File: config.mk
export PLATFORM = sky130hd
export DESIGN_NAME = pipe_hazard_ctrl
export DESIGN_NICKNAME = d
export VERILOG_FILES = /design/src/rtl/cpu_ctrl_pkg.sv /design/src/rtl/div_sequencer.sv /design/src/rtl/pipe_hazard_ctrl.sv
export SDC_FILE = /design/constraint.sdc
export NUM_CORES = 1
export LEC_CHECK = 0
export CORE_UTILIZATION = 40
export CTS_CLUSTER_SIZE = 10
export DETAILED_ROUTE_END_ITERATION = 10
export PLACE_DENSITY = 0.78
export SLEW_MARGIN = 25
export SYNTH_ARGS = -nofsm -noshare
export SYNTH_HDL_FRONTEND = slang
export SYNTH_SLANG_ARGS = --single-unit
File: constraint.sdc
create_clock -name clk_i -period 4.95 [get_ports clk_i]
set_input_delay 0.99 -clock clk_i [delete_from_list [all_inputs] [get_ports clk_i]]
set_output_delay 0.99 -clock clk_i [all_outputs]
set_load 0.03 [all_outputs]
File: src/rtl/cpu_ctrl_pkg.sv
// Shared types for the pipeline controller: FSM state encodings and register constants.
package cpu_ctrl_pkg;

  typedef enum logic {
    RIdle,
    RPend
  } redir_state_e;

  typedef enum logic [1:0] {
    DIdle,
    DBusy,
    DDone
  } div_state_e;

  localparam logic [4:0] REG_X0 = 5'd0;

endpackage

File: src/rtl/div_sequencer.sv
// Divide sequencer: holds EXE for DIV_LAT+1 cycles, then presents div_done until EXE advances.
module div_sequencer
  import cpu_ctrl_pkg::*;
#(
  parameter int unsigned DIV_LAT = 4,
  parameter int unsigned CNT_W   = 6
) (
  input  logic clk_i,
  input  logic rst_i,
  input  logic exe_div_i,
  input  logic dc_stall_i,
  output logic div_stall_o,
  output logic div_done_o
);

  div_state_e       r_state, w_state_next;
  logic [CNT_W-1:0] r_cnt, w_cnt_next;

  always_ff @(posedge clk_i or posedge rst_i) begin
    if (rst_i) begin
      r_state <= DIdle;
      r_cnt   <= '0;
    end else begin
      r_state <= w_state_next;
      r_cnt   <= w_cnt_next;
    end
  end

  always_comb begin
    w_state_next = r_state;
    w_cnt_next   = r_cnt;
    div_stall_o  = 1'b0;
    div_done_o   = 1'b0;
    unique case (r_state)
      DIdle: begin
        if (exe_div_i) begin
          div_stall_o  = 1'b1;
          w_cnt_next   = CNT_W'(DIV_LAT - 1);
          w_state_next = DBusy;
        end
      end
      DBusy: begin
        div_stall_o = 1'b1;
        if (r_cnt == '0) w_state_next = DDone;
        else             w_cnt_next   = r_cnt - CNT_W'(1);
      end
      DDone: begin
        div_done_o = 1'b1;
        // Result must stay visible while a D-cache freeze keeps EXE in place.
        if (!dc_stall_i) w_state_next = DIdle;
      end
      default: w_state_next = DIdle;
    endcase
  end

endmodule

File: src/rtl/pipe_hazard_ctrl.sv
// Central 5-stage pipeline controller: stall/bubble arbitration, deferred redirects
// across I-cache misses, divide holds and performance counters.
module pipe_hazard_ctrl
  import cpu_ctrl_pkg::*;
#(
  parameter int unsigned DIV_LAT = 4,
  parameter int unsigned CNT_W   = 6,
  parameter int unsigned PERF_W  = 32
) (
  input  logic              clk_i,
  input  logic              rst_i,
  input  logic              ic_stall_i,
  input  logic              dc_stall_i,
  input  logic [4:0]        id_rs1_i,
  input  logic [4:0]        id_rs2_i,
  input  logic              id_use_rs1_i,
  input  logic              id_use_rs2_i,
  input  logic [4:0]        exe_rd_i,
  input  logic              exe_mem_read_i,
  input  logic              exe_div_i,
  input  logic              exe_branch_taken_i,
  input  logic [31:0]       exe_branch_target_i,
  output logic              pc_stall_o,
  output logic              pc_redirect_o,
  output logic [31:0]       pc_target_o,
  output logic              id_stall_o,
  output logic              id_bubble_o,
  output logic              exe_stall_o,
  output logic              exe_bubble_o,
  output logic              mem_stall_o,
  output logic              mem_bubble_o,
  output logic              wb_bubble_o,
  output logic              div_done_o,
  output logic [PERF_W-1:0] stall_cnt_o,
  output logic [PERF_W-1:0] flush_cnt_o
);

  redir_state_e      r_redir_state, w_redir_next;
  logic [31:0]       r_tgt, w_tgt_next;
  logic [PERF_W-1:0] r_stall_cnt, r_flush_cnt;
  logic              w_lu, w_div_stall, w_redirect, w_flush_inc;

  div_sequencer #(
    .DIV_LAT (DIV_LAT),
    .CNT_W   (CNT_W)
  ) u_div_sequencer (
    .clk_i       (clk_i),
    .rst_i       (rst_i),
    .exe_div_i   (exe_div_i),
    .dc_stall_i  (dc_stall_i),
    .div_stall_o (w_div_stall),
    .div_done_o  (div_done_o)
  );

  assign w_lu = exe_mem_read_i && (exe_rd_i != REG_X0) &&
                ((id_use_rs1_i && (id_rs1_i == exe_rd_i)) ||
                 (id_use_rs2_i && (id_rs2_i == exe_rd_i)));

  always_comb begin
    pc_stall_o   = 1'b0;
    w_redirect   = 1'b0;
    pc_target_o  = exe_branch_target_i;
    id_stall_o   = 1'b0;
    id_bubble_o  = 1'b0;
    exe_stall_o  = 1'b0;
    exe_bubble_o = 1'b0;
    mem_stall_o  = 1'b0;
    mem_bubble_o = 1'b0;
    wb_bubble_o  = 1'b0;
    w_flush_inc  = 1'b0;
    w_redir_next = r_redir_state;
    w_tgt_next   = r_tgt;
    if (dc_stall_i) begin
      pc_stall_o  = 1'b1;
      id_stall_o  = 1'b1;
      exe_stall_o = 1'b1;
      mem_stall_o = 1'b1;
      wb_bubble_o = 1'b1;
    end else if (w_div_stall) begin
      pc_stall_o   = 1'b1;
      id_stall_o   = 1'b1;
      exe_stall_o  = 1'b1;
      mem_bubble_o = 1'b1;
    end else if (r_redir_state == RPend) begin
      // Whatever is fetched while pending is wrong-path, so ID always takes a bubble.
      id_bubble_o = 1'b1;
      if (ic_stall_i) begin
        pc_stall_o = 1'b1;
      end else begin
        w_redirect   = 1'b1;
        pc_target_o  = r_tgt;
        w_redir_next = RIdle;
      end
    end else if (exe_branch_taken_i) begin
      id_bubble_o  = 1'b1;
      exe_bubble_o = 1'b1;
      w_flush_inc  = 1'b1;
      if (ic_stall_i) begin
        pc_stall_o   = 1'b1;
        w_tgt_next   = exe_branch_target_i;
        w_redir_next = RPend;
      end else begin
        w_redirect = 1'b1;
      end
    end else if (w_lu) begin
      pc_stall_o   = 1'b1;
      id_stall_o   = 1'b1;
      exe_bubble_o = 1'b1;
    end else if (ic_stall_i) begin
      pc_stall_o  = 1'b1;
      id_bubble_o = 1'b1;
    end
  end

  assign pc_redirect_o = w_redirect & ~rst_i;
  assign stall_cnt_o   = r_stall_cnt;
  assign flush_cnt_o   = r_flush_cnt;

  always_ff @(posedge clk_i or posedge rst_i) begin
    if (rst_i) begin
      r_redir_state <= RIdle;
      r_tgt         <= '0;
      r_stall_cnt   <= '0;
      r_flush_cnt   <= '0;
    end else begin
      r_redir_state <= w_redir_next;
      r_tgt         <= w_tgt_next;
      if (pc_stall_o)  r_stall_cnt <= r_stall_cnt + PERF_W'(1);
      if (w_flush_inc) r_flush_cnt <= r_flush_cnt + PERF_W'(1);
    end
  end

endmodule

==> out/metrics.cfg, run 1 <==
[status]
status=completed

[logic_synthesis]
synth_top_area_frac=0.509
ys.warnings.count=0
synthCells=455
async_flop_share=1.00
synth_flop_cell=dfrtp_1
ys_ff_latch=105
synthTopCellsByArea=dfrtp_1, mux2_2, xnor2_1
ys_seq_area_frac=0.509
syn_nets=515
yosys.area.top_type=dfrtp_1
synth_enable_flop_cells=0
yosysUniqueCellTypes=43
syn-mean-instance-area_um2=11.3
netlist_area_um2=5160

[grt]
grt_max_degree=88
grt_antenna_before_repair=0
grt_first_pass_wirelength_mm=19.2
grt_usage=0.184
grt_pass1_vias=4006
overflow=0

[timing]
tns_ps=0
tightest_slew_ps=983
fin_crit_ps=4360
finalSetupViolations=0
clock_skew_ps=6.27
slew_headroom=0.345
hold_viol=0
fmax_mhz=229
drv_slew=0
rsz0062_at_grt=false
finalCritPeriodShare=0.881

[floorplanning]
rows=41
start_util=0.409
coreArea_um2=12600
die_y_um=116
dieWidth_um=116
ios=162
design.die.area_um2=13400

[routing]
first_pass_iters=4
via_per_inst=5.06
via_count=4021
drt_iter0_drc=199
drt_wl_total_mm=11.8
wl_per_cell_um=14.9
drc=0
ant_nets=0

[pwr]
total_power_mw=2.77
p_per_area_nw_per_um2=383
ir_worst_vdd_v=0.000378
p_leak_nw=3.04

[setup_path]
worstSetupPathType=in2out
cp_cell_sequence=clkdlybuf4s50_1, o21ba_2, nor3_1, and2_1, buf_12, mux2_2, clkdlybuf4s50_1
path_max_fanout=32
path_common_cell=clkdlybuf4s50_1
cp-end-kind=output pin
crit_path_start_kind=input pin
cpPeakStageDelay_ps=600
cpMaxStageDelayCell=clkdlybuf4s50_1
cp.arrival_ps=3370
worstPathRequired_ps=3960

[hold_path]
hp-class=reg2reg

[finish]
layout.nets=679
layout_common_cells=clkdlybuf4s50_1, dfrtp_1, mux2_2, xnor2_1, nand2_1
antenna_cells=0
drive_gt1_frac=0.157
mostFrequentLayoutCell=clkdlybuf4s50_1
seq_area_um2=2630
multiInputGateArea_um2=2420
synthToLayoutAreaGrowth_pct=40.4
fillers=1063

[placed_design]
dpl.hpwl_mm=8.64
place_congestion=0.805
port_buffers=161

[cts]
cts_resized=0
cts_buffers=9
clockBufferDepth=2
post_cts_buffers=0
clk_latency_ps=350
cts_max_level=3
cts-root-buf=clkbuf_16
cts.sinks=105
cts_tree=yes
clk_pin_slew_worst_paths_ps=70
hold_buffers=0

[flow_run]
maxCapViolCount=0

power breakdown:
| part | switching [mW] | internal, mW |
|---|---|---|
| Sequential | 0.173 | 1.07 |
| Clock | 0.304 | 0.353 |
| Combinational | 0.438 | 0.431 |
| Total | 0.915 | 1.86 |
area by class of cell:
| cell class | instances | area share |
|---|---|---|
| multi-input cells | 325 | 0.334 |
| flip-flops and latches | 105 | 0.363 |
| well taps | 172 | 0.0297 |
| clock inverters | 4 | 0.00397 |
| clock buffers | 11 | 0.0335 |
| inverters | 11 | 0.00639 |
| repair buffers | 167 | 0.230 |
layer usage:
layer / up-vias / global-route usage / routed length (um)
li1: 1901 / - / -
met1: 1971 / 0.233 / 5260
met2: 136 / 0.306 / 5600
met3: 13 / 0.0418 / 759
met4: 0 / 0.0727 / 198
met5: - / 0 / 0
cells in the mapped netlist, types with 3 or more instances:
master and instances:
buf_1 6, and3_1 10, nor2_2 3, mux2_2 66, and4_1 3, nor2_1 34, a21oi_1 3, nor3_1 13
dfrtp_1 105, inv_1 11, ha_1 4, nand3_1 21, nor4b_1 3, xnor2_1 50, nand4_1 19, clkbuf_1 4
nor3b_1 3, nand2_1 35, xor2_1 26, nor4_1 4
final timing paths:
kind / start / endpoint / slack, ps / depth (start not counted)
max in group asynchronous: rst_i / stall_cnt_o[7] / 2980 / 3
min: flush_cnt_o[31] / flush_cnt_o[31] / 480 / 1
min in group asynchronous: rst_i / stall_cnt_o[10] / 1230 / 2
max: exe_div_i / pc_target_o[2] / 590 / 7
min reg2reg: flush_cnt_o[31] / flush_cnt_o[31] / 480 / 1
max reg2reg: u_div_sequencer.r_state[0] / flush_cnt_o[26] / 2430 / 6
logic make-up after synthesis:
family / Yosys count / share of synthesized area
adder cells (fa/ha/maj): 4 / 0.00970
AND/OR/NAND/NOR: 165 / 0.167
buffers and inverters: 25 / 0.0225
AO/OA/AOI/OAI: 13 / 0.0175
XOR/XNOR: 76 / 0.129
flip-flops: 105 / 0.509
multiplexers: 67 / 0.146
worst max-delay path, delay by kind of cell:
kind                   cells  cell delay, ps
AND/OR/NAND/NOR            2             480
buffers and inverters      3            1280
AO/OA/AOI/OAI              1             240
multiplexers               1             350
state kept, by name (all words and copies together), names as in the netlist:
signal and cells:
flush_cnt_o 32, r_redir_state 1, r_tgt 32, stall_cnt_o 32
u_div_sequencer.r_cnt 6, u_div_sequencer.r_state 2
per-stage QoR:
step	hold slack (ps)	worst slack [ps]	util	instance area [um^2]	std cells
after global placement	458	640	0.553	6970	780
after detailed placement	473	594	0.553	6970	780
after global routing	488	437	0.574	7250	795
final	483	590	0.574	7250	795
after floorplan	474	1200	-	5160	455
after CTS	482	586	0.574	7250	795
(Power assumes the default switching activity.)
==> run 2: changes to the inputs <==
- SKIP_LAST_GASP: unset -> 1
==> results of run 2 <==
Same layout as run 1: the final DEF is identical, and so are final timing and power.
==> run 3: changes to the inputs <==
- PLACE_DENSITY: 0.78 -> 0.81
- TNS_END_PERCENT: unset -> 30
- clock period: 4.95 -> 3.8 ns (I/O delays scaled with it)
==> out/metrics.cfg, run 3 (synthesis gave the netlist of run 1 again) <==
[finish]
antenna_cells=0  ; unchanged
mostFrequentLayoutCell=clkdlybuf4s50_1
fillers=1059  ; -0.38%
layout.nets=686  ; +1.0%
stdcell_area_um2=7370  ; +1.7%
layout_common_cells=clkdlybuf4s50_1, dfrtp_1, mux2_2, xnor2_1, nand2_1
drive_gt1_frac=0.171  ; +0.0139
synthToLayoutAreaGrowth_pct=42.8

[status]
status=completed

[cts]
clk_pin_slew_worst_paths_ps=70  ; about the same
cts-root-buf=clkbuf_16
cts_max_level=3  ; unchanged
clockBufferDepth=2  ; unchanged
post_cts_buffers=0  ; unchanged
cts.sinks=105  ; unchanged
clk_latency_ps=340  ; about the same
cts_tree=yes
cts_buffers=9  ; unchanged

[floorplanning]
coreArea_um2=12600  ; unchanged
start_util=0.409  ; unchanged
dieWidth_um=116  ; unchanged
die_y_um=116  ; unchanged
design.die.area_um2=13400  ; unchanged
rows=41  ; unchanged
ios=162  ; unchanged

[timing]
holdWs_ps=470  ; -12.5 ps
rsz0062_at_grt=true
tightest_slew_ps=904  ; -79.1 ps
setup_ws_ps=7.59  ; -582 ps
finalCritPeriodShare=0.998
drv_slew=0  ; unchanged
slew_headroom=0.397  ; +0.0527
clock_skew_ps=9.59  ; +3.32 ps
fin_crit_ps=3790
finalSetupViolations=0  ; unchanged
hold_viol=0  ; unchanged
fmax_mhz=264

[placed_design]
place_area_um2=7040  ; +0.90%
dp_slack_ps=-8.57  ; -602 ps
dpl.hpwl_mm=8.61  ; -0.38%
place_congestion=0.823  ; +2.3%
port_buffers=161  ; unchanged

[setup_path]
path_max_fanout=32  ; unchanged
cp-end-kind=output pin
rr_startpoint=u_div_sequencer.r_state[0]
cp.arrival_ps=3030  ; -340 ps
worstPathRequired_ps=3040  ; -920 ps
reg2reg_depth=6  ; unchanged
crit_end=pc_target_o[0]
crit_path_start=exe_div_i
r2r-end=flush_cnt_o[26]
worstSetupPathType=in2out
crit_path_start_kind=input pin
reg2reg_slack_ps=1260  ; -1170 ps

[hold_path]
hp-class=reg2reg

[grt]
grt_max_degree=54  ; -39%
grt_pass1_vias=3946  ; -1.5%
overflow=0  ; unchanged
grt_first_pass_wirelength_mm=18.7  ; -2.7%
grt_usage=0.177  ; -0.00709
grt_antenna_before_repair=0  ; unchanged

[routing]
drt_iter0_drc=160  ; -20%
drt_wl_total_mm=11.8  ; -0.46%
first_pass_iters=4  ; unchanged
drc=0  ; unchanged
ant_nets=0  ; unchanged
via_per_inst=4.95  ; -2.1%
via_count=3977  ; -1.1%
wl_per_cell_um=14.7  ; -1.4%

[flow_run]
maxCapViolCount=0  ; unchanged

[pwr]
ir_worst_vdd_v=0.000571  ; +51%
p_per_area_nw_per_um2=503  ; +32%
p_leak_nw=3.18  ; +4.6%

[run 3: what timing repair did]
action	CTS	global route
setup endpoints to repair	5	33
pin swaps	0	0
hold buffers	0	0
resized for setup	1	9
hold endpoints to repair	0	0
[run 3: report_power, final]
part / internal (mW) / switching [mW] / total [mW]
combinational: 0.564 / 0.566 / 1.13
sequential: 1.40 / 0.225 / 1.62
clock: 0.536 / 0.420 / 0.956
total: 2.50 / 1.21 / 3.71
[run 3: metal layers]
| metal | GRT usage | wire [um] | part of all wire | vias up |
|---|---|---|---|---|
| li1 | - | - | - | 1913 |
| met1 | 0.224 | 5140 | 0.44 | 1912 |
| met2 | 0.305 | 5760 | 0.49 | 143 |
| met3 | 0.0340 | 753 | 0.064 | 9 |
| met4 | 0.0589 | 121 | 0.010 | 0 |
| met5 | 0 | 0 | 0 | - |
[run 3: per-stage QoR]
| step | setup TNS [ps] | power (mW) | util | cells |
|---|---|---|---|---|
| 3_3_place_gp | 0 | 2.73 | 0.558 | 787 |
| 2_1_floorplan | 0 | 2.32 | - | 455 |
| 6_report | 0 | 3.71 | 0.584 | 803 |
| 3_5_place_dp | -8.57 | 2.78 | 0.558 | 787 |
| 4_1_cts | -8.83 | 3.74 | 0.582 | 803 |
| 5_1_grt | -2770 | 3.91 | 0.584 | 803 |
[run 3: final cells by class]
class	count	area (um^2)	area share
clock buffer	10	239	0.0324
clock inverter	6	72.6	0.00985
inverter	11	43.8	0.00594
multi-input combinational	325	2420	0.328
sequential	105	2630	0.357
tap	172	215	0.0292
timing repair buffer	174	1750	0.238
[run 3: worst min-delay path by stage]
| stage | startpoint | endpoint | slack [ps] | cells past startpoint |
|---|---|---|---|---|
| after global routing | flush_cnt_o[31] | flush_cnt_o[31] | 500 | 1 |
| after CTS | flush_cnt_o[31] | flush_cnt_o[31] | 470 | 1 |
| after detailed placement | flush_cnt_o[31] | flush_cnt_o[31] | 460 | 1 |
| final | flush_cnt_o[31] | flush_cnt_o[31] | 470 | 1 |
| after floorplan | r_tgt[27] | r_tgt[27] | 470 | 1 |
| after global placement | flush_cnt_o[31] | flush_cnt_o[31] | 460 | 1 |
[run 3: critical path: stages]
cell	delay [ps]
clkdlybuf4s50_1	450
o21ba_2	240
nor3_1	180
and2_1	210
buf_12	220
mux2_2	360
clkdlybuf4s50_1	600
